File: src/rtl/speech_cmd_scheduler.sv
// speech_cmd_scheduler: buffers CPC speech-port writes in a small FIFO and hands them to the ATmega one byte at a time over a 4-phase REQ/ACK handshake.
// Latency: 3 cycles from the synchronized strobe edge to REQ high when the FIFO is empty, plus SYNC_STAGES cycles of input synchronization.
// Backpressure: a full FIFO drops new bytes and sets a sticky overflow flag. A pop in the same cycle frees a slot, so that write is still accepted.
//
// Ports:
//   iCPC_CLOCK, iRESET      clock, asynchronous active-high reset
//   iWR_STROBE, iCPC_DATA   decoded speech-port write (async) and CPC data bus
//   iSTATUS_CLEAR           one-cycle pulse that clears the sticky flags
//   iATMEGA_ACK/READY       ATmega handshake acknowledge and ready (async)
//   oATMEGA_DATA/REQ        byte and request presented to the ATmega
//   oFIFO_FULL, oSTATUS     registered full flag and CPC status byte
// Optional feature: define SPEECH_TIMEOUT_EN to add an ACK timeout with retry.
// With it, status bit3 becomes a sticky timeout flag instead of busy.
module speech_cmd_scheduler #(
    parameter int DEPTH_LOG2     = 2,
    parameter int SYNC_STAGES    = 2,
    parameter int TIMEOUT_CYCLES = 4096
) (
    input  logic       iCPC_CLOCK,
    input  logic       iRESET,
    input  logic       iWR_STROBE,
    input  logic [7:0] iCPC_DATA,
    input  logic       iSTATUS_CLEAR,
    input  logic       iATMEGA_ACK,
    input  logic       iATMEGA_READY,
    output logic [7:0] oATMEGA_DATA,
    output logic       oATMEGA_REQ,
    output logic       oFIFO_FULL,
    output logic [7:0] oSTATUS
);

    localparam int DEPTH = 2 ** DEPTH_LOG2;
    localparam logic [DEPTH_LOG2:0] FULL_COUNT = {1'b1, {DEPTH_LOG2{1'b0}}};

    if (DEPTH_LOG2 < 1 || DEPTH_LOG2 > 2 || SYNC_STAGES < 2 || TIMEOUT_CYCLES < 2) begin : gBadParams
        $error("speech_cmd_scheduler: illegal parameter value");
    end

    // Input synchronizers
    logic [SYNC_STAGES-1:0] wrSync, ackSync, readySync;
    logic                   wrPrev;

    always_ff @(posedge iCPC_CLOCK or posedge iRESET) begin
        if (iRESET) begin
            wrSync    <= '0;
            ackSync   <= '0;
            readySync <= '0;
            wrPrev    <= 1'b0;
        end else begin
            wrSync    <= {wrSync[SYNC_STAGES-2:0], iWR_STROBE};
            ackSync   <= {ackSync[SYNC_STAGES-2:0], iATMEGA_ACK};
            readySync <= {readySync[SYNC_STAGES-2:0], iATMEGA_READY};
            wrPrev    <= wrSync[SYNC_STAGES-1];
        end
    end

    logic wrS, ackS, readyS;
    assign wrS    = wrSync[SYNC_STAGES-1];
    assign ackS   = ackSync[SYNC_STAGES-1];
    assign readyS = readySync[SYNC_STAGES-1];

    // One push per strobe, however long the CPC holds the write.
    logic push;
    assign push = wrS & ~wrPrev;

    // FIFO
    typedef enum logic [1:0] {IDLE, SETUP, REQ, RELEASE} state_t;
    state_t state;

    logic [7:0]            mem [DEPTH];
    logic [DEPTH_LOG2-1:0] wptr, rptr;
    logic [DEPTH_LOG2:0]   count;
    logic                  fifoFull, pop, pushOk, overflowSet;

    assign fifoFull    = (count == FULL_COUNT);
    assign pop         = (state == REQ) & ackS;
    // A pop in the same cycle frees the slot, so a write into a full FIFO still lands.
    assign pushOk      = push & (~fifoFull | pop);
    assign overflowSet = push & fifoFull & ~pop;

    always_ff @(posedge iCPC_CLOCK) begin
        if (pushOk) begin
            mem[wptr] <= iCPC_DATA;
        end
    end

    always_ff @(posedge iCPC_CLOCK or posedge iRESET) begin
        if (iRESET) begin
            wptr  <= '0;
            rptr  <= '0;
            count <= '0;
        end else begin
            if (pushOk) begin
                wptr <= wptr + 1'b1;
            end
            if (pop) begin
                rptr <= rptr + 1'b1;
            end
            count <= count + {{DEPTH_LOG2{1'b0}}, pushOk} - {{DEPTH_LOG2{1'b0}}, pop};
        end
    end

    // Handshake FSM
`ifdef SPEECH_TIMEOUT_EN
    localparam int TO_W = $clog2(TIMEOUT_CYCLES);
    localparam logic [TO_W-1:0] TO_LAST = TO_W'(TIMEOUT_CYCLES - 1);
    logic [TO_W-1:0] toCnt;
    logic            timeoutHit, timeoutFlag;
    assign timeoutHit = (state == REQ) & ~ackS & (toCnt == TO_LAST);
`endif

    always_ff @(posedge iCPC_CLOCK or posedge iRESET) begin
        if (iRESET) begin
            state        <= IDLE;
            oATMEGA_REQ  <= 1'b0;
            oATMEGA_DATA <= 8'h00;
`ifdef SPEECH_TIMEOUT_EN
            toCnt        <= '0;
`endif
        end else begin
            case (state)
                IDLE: begin
                    oATMEGA_REQ <= 1'b0;
                    if (count != '0) begin
                        oATMEGA_DATA <= mem[rptr];
                        state        <= SETUP;
                    end
                end
                SETUP: begin
                    oATMEGA_REQ <= 1'b1;
                    state       <= REQ;
`ifdef SPEECH_TIMEOUT_EN
                    toCnt       <= '0;
`endif
                end
                REQ: begin
                    if (ackS) begin
                        oATMEGA_REQ <= 1'b0;
                        state       <= RELEASE;
`ifdef SPEECH_TIMEOUT_EN
                    end else if (timeoutHit) begin
                        // Give up without popping; IDLE re-presents the same head byte.
                        oATMEGA_REQ <= 1'b0;
                        state       <= IDLE;
                    end else begin
                        toCnt <= toCnt + 1'b1;
`endif
                    end
                end
                RELEASE: begin
                    oATMEGA_REQ <= 1'b0;
                    if (!ackS) begin
                        state <= IDLE;
                    end
                end
                default: begin
                    oATMEGA_REQ <= 1'b0;
                    state       <= IDLE;
                end
            endcase
        end
    end

    // Sticky flags: a set in the same cycle as a clear wins.
    logic overflow;
    always_ff @(posedge iCPC_CLOCK or posedge iRESET) begin
        if (iRESET) begin
            overflow <= 1'b0;
        end else if (overflowSet) begin
            overflow <= 1'b1;
        end else if (iSTATUS_CLEAR) begin
            overflow <= 1'b0;
        end
    end

    logic bit3;
`ifdef SPEECH_TIMEOUT_EN
    always_ff @(posedge iCPC_CLOCK or posedge iRESET) begin
        if (iRESET) begin
            timeoutFlag <= 1'b0;
        end else if (timeoutHit) begin
            timeoutFlag <= 1'b1;
        end else if (iSTATUS_CLEAR) begin
            timeoutFlag <= 1'b0;
        end
    end
    assign bit3 = timeoutFlag;
`else
    assign bit3 = (state != IDLE);
`endif

    // Status byte: {ready, count[2:0], busy/timeout, overflow, full, empty}
    always_ff @(posedge iCPC_CLOCK or posedge iRESET) begin
        if (iRESET) begin
            oSTATUS    <= 8'h01;
            oFIFO_FULL <= 1'b0;
        end else begin
            oSTATUS    <= {readyS, 3'(count), bit3, overflow, fifoFull, (count == '0)};
            oFIFO_FULL <= fifoFull;
        end
    end

endmodule

File: config.mk
export PLATFORM = sky130hd
export DESIGN_NAME = speech_cmd_scheduler
export DESIGN_NICKNAME = d
export VERILOG_FILES = /design/src/rtl/speech_cmd_scheduler.sv
export SDC_FILE = /design/constraint.sdc
export NUM_CORES = 1
export LEC_CHECK = 0
export CORE_ASPECT_RATIO = 0.75
export CORE_MARGIN = 2
export CORE_UTILIZATION = 51
export DETAILED_ROUTE_END_ITERATION = 6
export GPL_TIMING_DRIVEN = 0
export PLACE_DENSITY = 0.72
export SLEW_MARGIN = 20
export SYNTH_ARGS = -nofsm -noshare
export SYNTH_HDL_FRONTEND = slang
export SYNTH_SLANG_ARGS = --single-unit
File: constraint.sdc
create_clock -name iCPC_CLOCK -period 4.1 [get_ports iCPC_CLOCK]
set_input_delay 1.23 -clock iCPC_CLOCK [delete_from_list [all_inputs] [get_ports iCPC_CLOCK]]
set_output_delay 1.23 -clock iCPC_CLOCK [all_outputs]
set_load 0.02 [all_outputs]
==> flow_metrics.tcl <==
set metrics [dict create \
    dieArea_sq_um 5510 \
    fin_hold_ws_ps 353 \
    grt_pass1_vias 1397 \
    final_nets 202 \
    fin_crit_sh_pct 65.2 \
    io_pins 32 \
    ctsHtreeMaxLevel 3 \
    finalWirelength_mm 4.00 \
    antennaDiodeCount 0 \
    slowest_delay_ps 600 \
    cts_buffers 9 \
    worst_pin_slew_ps 716 \
    slew_violations 0 \
    io_buffers 31 \
    chipHeight_um 64.8 \
    ys_seq_elements 66 \
    crit_path_end_kind "primary output" \
    clock_path_buffers 2 \
    ys_warn_count 0 \
    timing.rr.start "state[0]" \
    route.detailed.drc 0 \
    drt_pass1_iterations 4 \
    cp_top_family "buffers and inverters" \
    first_iter_violations 64 \
    worstPathArrival_ps 1440 \
    drive_gt1_share_pct 20.3 \
    cp.buffers_inverters 1 \
    track_usage_pct 17.1 \
    antenna_found_initial 0 \
    cp_max_fo 1 \
    cts_setup_buffers 0 \
    initial_core_util_pct 52.1 \
    power_mw 2.19 \
    final_common_cell "dfrtp_1" \
    avgSynthCellArea_sq_um 18.6 \
    holdCritPathClass "reg -> reg" \
    layout_min_cycle_time_ps 2670 \
    cp-start-kind "flip-flop" \
    cts-resized-gates 0 \
    rsz0062_at_grt "no" \
    root_buffer "clkbuf_8" \
    status "finished, final reports clean" \
    gr-total-overflow 0 \
    post-place-ws_ps 1770 \
    die_x_um 85.0 \
    yosysTopAreaCell "edfxtp_1" \
    gp_congestion 0.743 \
    synth_top_area_share_pct 38.3 \
    worst_slack_ps 1430 \
    clkTransAtPathRegs_ps 60 \
    num_rows 22 \
    p_leak_nw 1.20 \
    final_cell_mix "dfrtp_1 (33), edfxtp_1 (32), clkdlybuf4s50_1 (31), clkbuf_8 (11), ha_1 (10)" \
    routed_via_density 5.04 \
    yosys-top-cells-area "edfxtp_1 (38%), dfrtp_1 (33%), mux4_2 (7.2%), ha_1 (5.0%), mux2_2 (4.0%)" \
    area_growth_pct 22.1 \
    syn_area_sq_um 2510 \
    grt_pass1_wl_mm 6.58 \
    netlist_instances 135 \
    cap_violations 0 \
    ctsHoldBuffers 0 \
    yosysSeqAreaShare_pct 72.2 \
    worstPathCellList "clkdlybuf4s50_1" \
    cp_slowest_cell "clkdlybuf4s50_1" \
    core_sq_um 4820 \
    required_ps 2870 \
    syn-num-nets 160 \
    dp_hpwl_mm 2.71 \
    fmax_mhz 374 \
    vias 1219 \
    clk_latency_ps 330 \
    relSlewSlack_pct 52.2 \
    vdd_drop_max_v 0.000379 \
    ys_types 27 \
    cts_sinks 66 \
    startpoint "oSTATUS[0]" \
    ant_nets 0 \
    skew_ps 6.38 \
    min_from "ackSync[0]" \
    setup_violations 0 \
    grt_max_degree 35 \
    rrSetupSlack_ps 2030 \
    cts_tree "yes" \
    fin_tns_setup_ps 0 \
    powerDensity_nw_per_um2 714 \
    crit_type "reg -> out" \
    hold_viol 0 \
    wl_per_cell_um 16.5 \
]
logic make-up after synthesis:
family          share of synthesized area, %
simple gates                            4.48
fa+ha+maj                               5.78
xor+xnor                                1.74
mux                                     12.1
compound gates                          1.15
flops                                   72.2
buf+inv                                 2.54
layout make-up:
class / instances / area (sq um)
Timing Repair Buffer: 31 / 310
Sequential cell: 66 / 1810
Inverter: 9 / 33.8
Clock buffer: 16 / 170
Buffer: 4 / 30.0
Tap cell: 60 / 75.1
Fill cell: 351 / 1750
Multi-Input combinational cell: 56 / 634
layer usage:
layer / routed length (um) / part of all wire, % / track usage, % / vias up
met4: 89 / 2.2 / 8.93 / 0
met2: 2030 / 51 / 28.5 / 26
li1: - / - / - / 566
met3: 224 / 5.6 / 9.04 / 9
met1: 1650 / 41 / 17.5 / 618
met5: 0 / 0 / 0 / -
cell usage after synthesis:
cell type	instances
ha_1	10
and2_1	4
or4b_4	1
nand2b_1	4
o22ai_1	1
edfxtp_1	32
mux2_1	2
nand3_1	2
nor2_1	1
nor3_1	1
nor3b_2	1
fa_1	1
a32oi_1	1
clkbuf_1	1
dfstp_2	1
nand2_1	2
mux2_2	9
buf_4	2
xnor2_1	4
mux4_2	8
inv_1	9
buf_6	1
nand3_2	1
a21oi_2	1
o21ai_0	1
xor2_1	1
dfrtp_1	33
report_power, final:
part | switching [mW] | internal (mW)
combinational | 0.371 | 0.403
clock | 0.211 | 0.254
sequential | 0.0858 | 0.867
worst paths after layout:
| check | to | depth (start not counted) |
|---|---|---|
| hold reg to reg | ackSync[1] | 0 |
| min in group asynchronous | readySync[1] | 2 |
| hold / removal | ackSync[1] | 0 |
| setup reg to reg | mem[3][2] | 5 |
| setup / recovery | oSTATUS[0] | 1 |
| max in group asynchronous | wrSync[1] | 2 |
stage by stage:
step	util, %	cells	area, sq um
final	63.7	242	3070
after global routing	63.7	242	3070
after CTS	63.7	242	3070
after detailed placement	60.1	226	2900
after global placement	60.1	226	2900
after floorplan	-	135	2510
state kept, by name, summed over array words and instances, names as in the netlist:
register	flops
ackSync	2
count	3
mem	32
oATMEGA_DATA	8
oATMEGA_REQ	1
oSTATUS	8
overflow	1
readySync	2
rptr	2
state	2
wptr	2
wrPrev	1
wrSync	2
(Power assumes the default switching activity.)
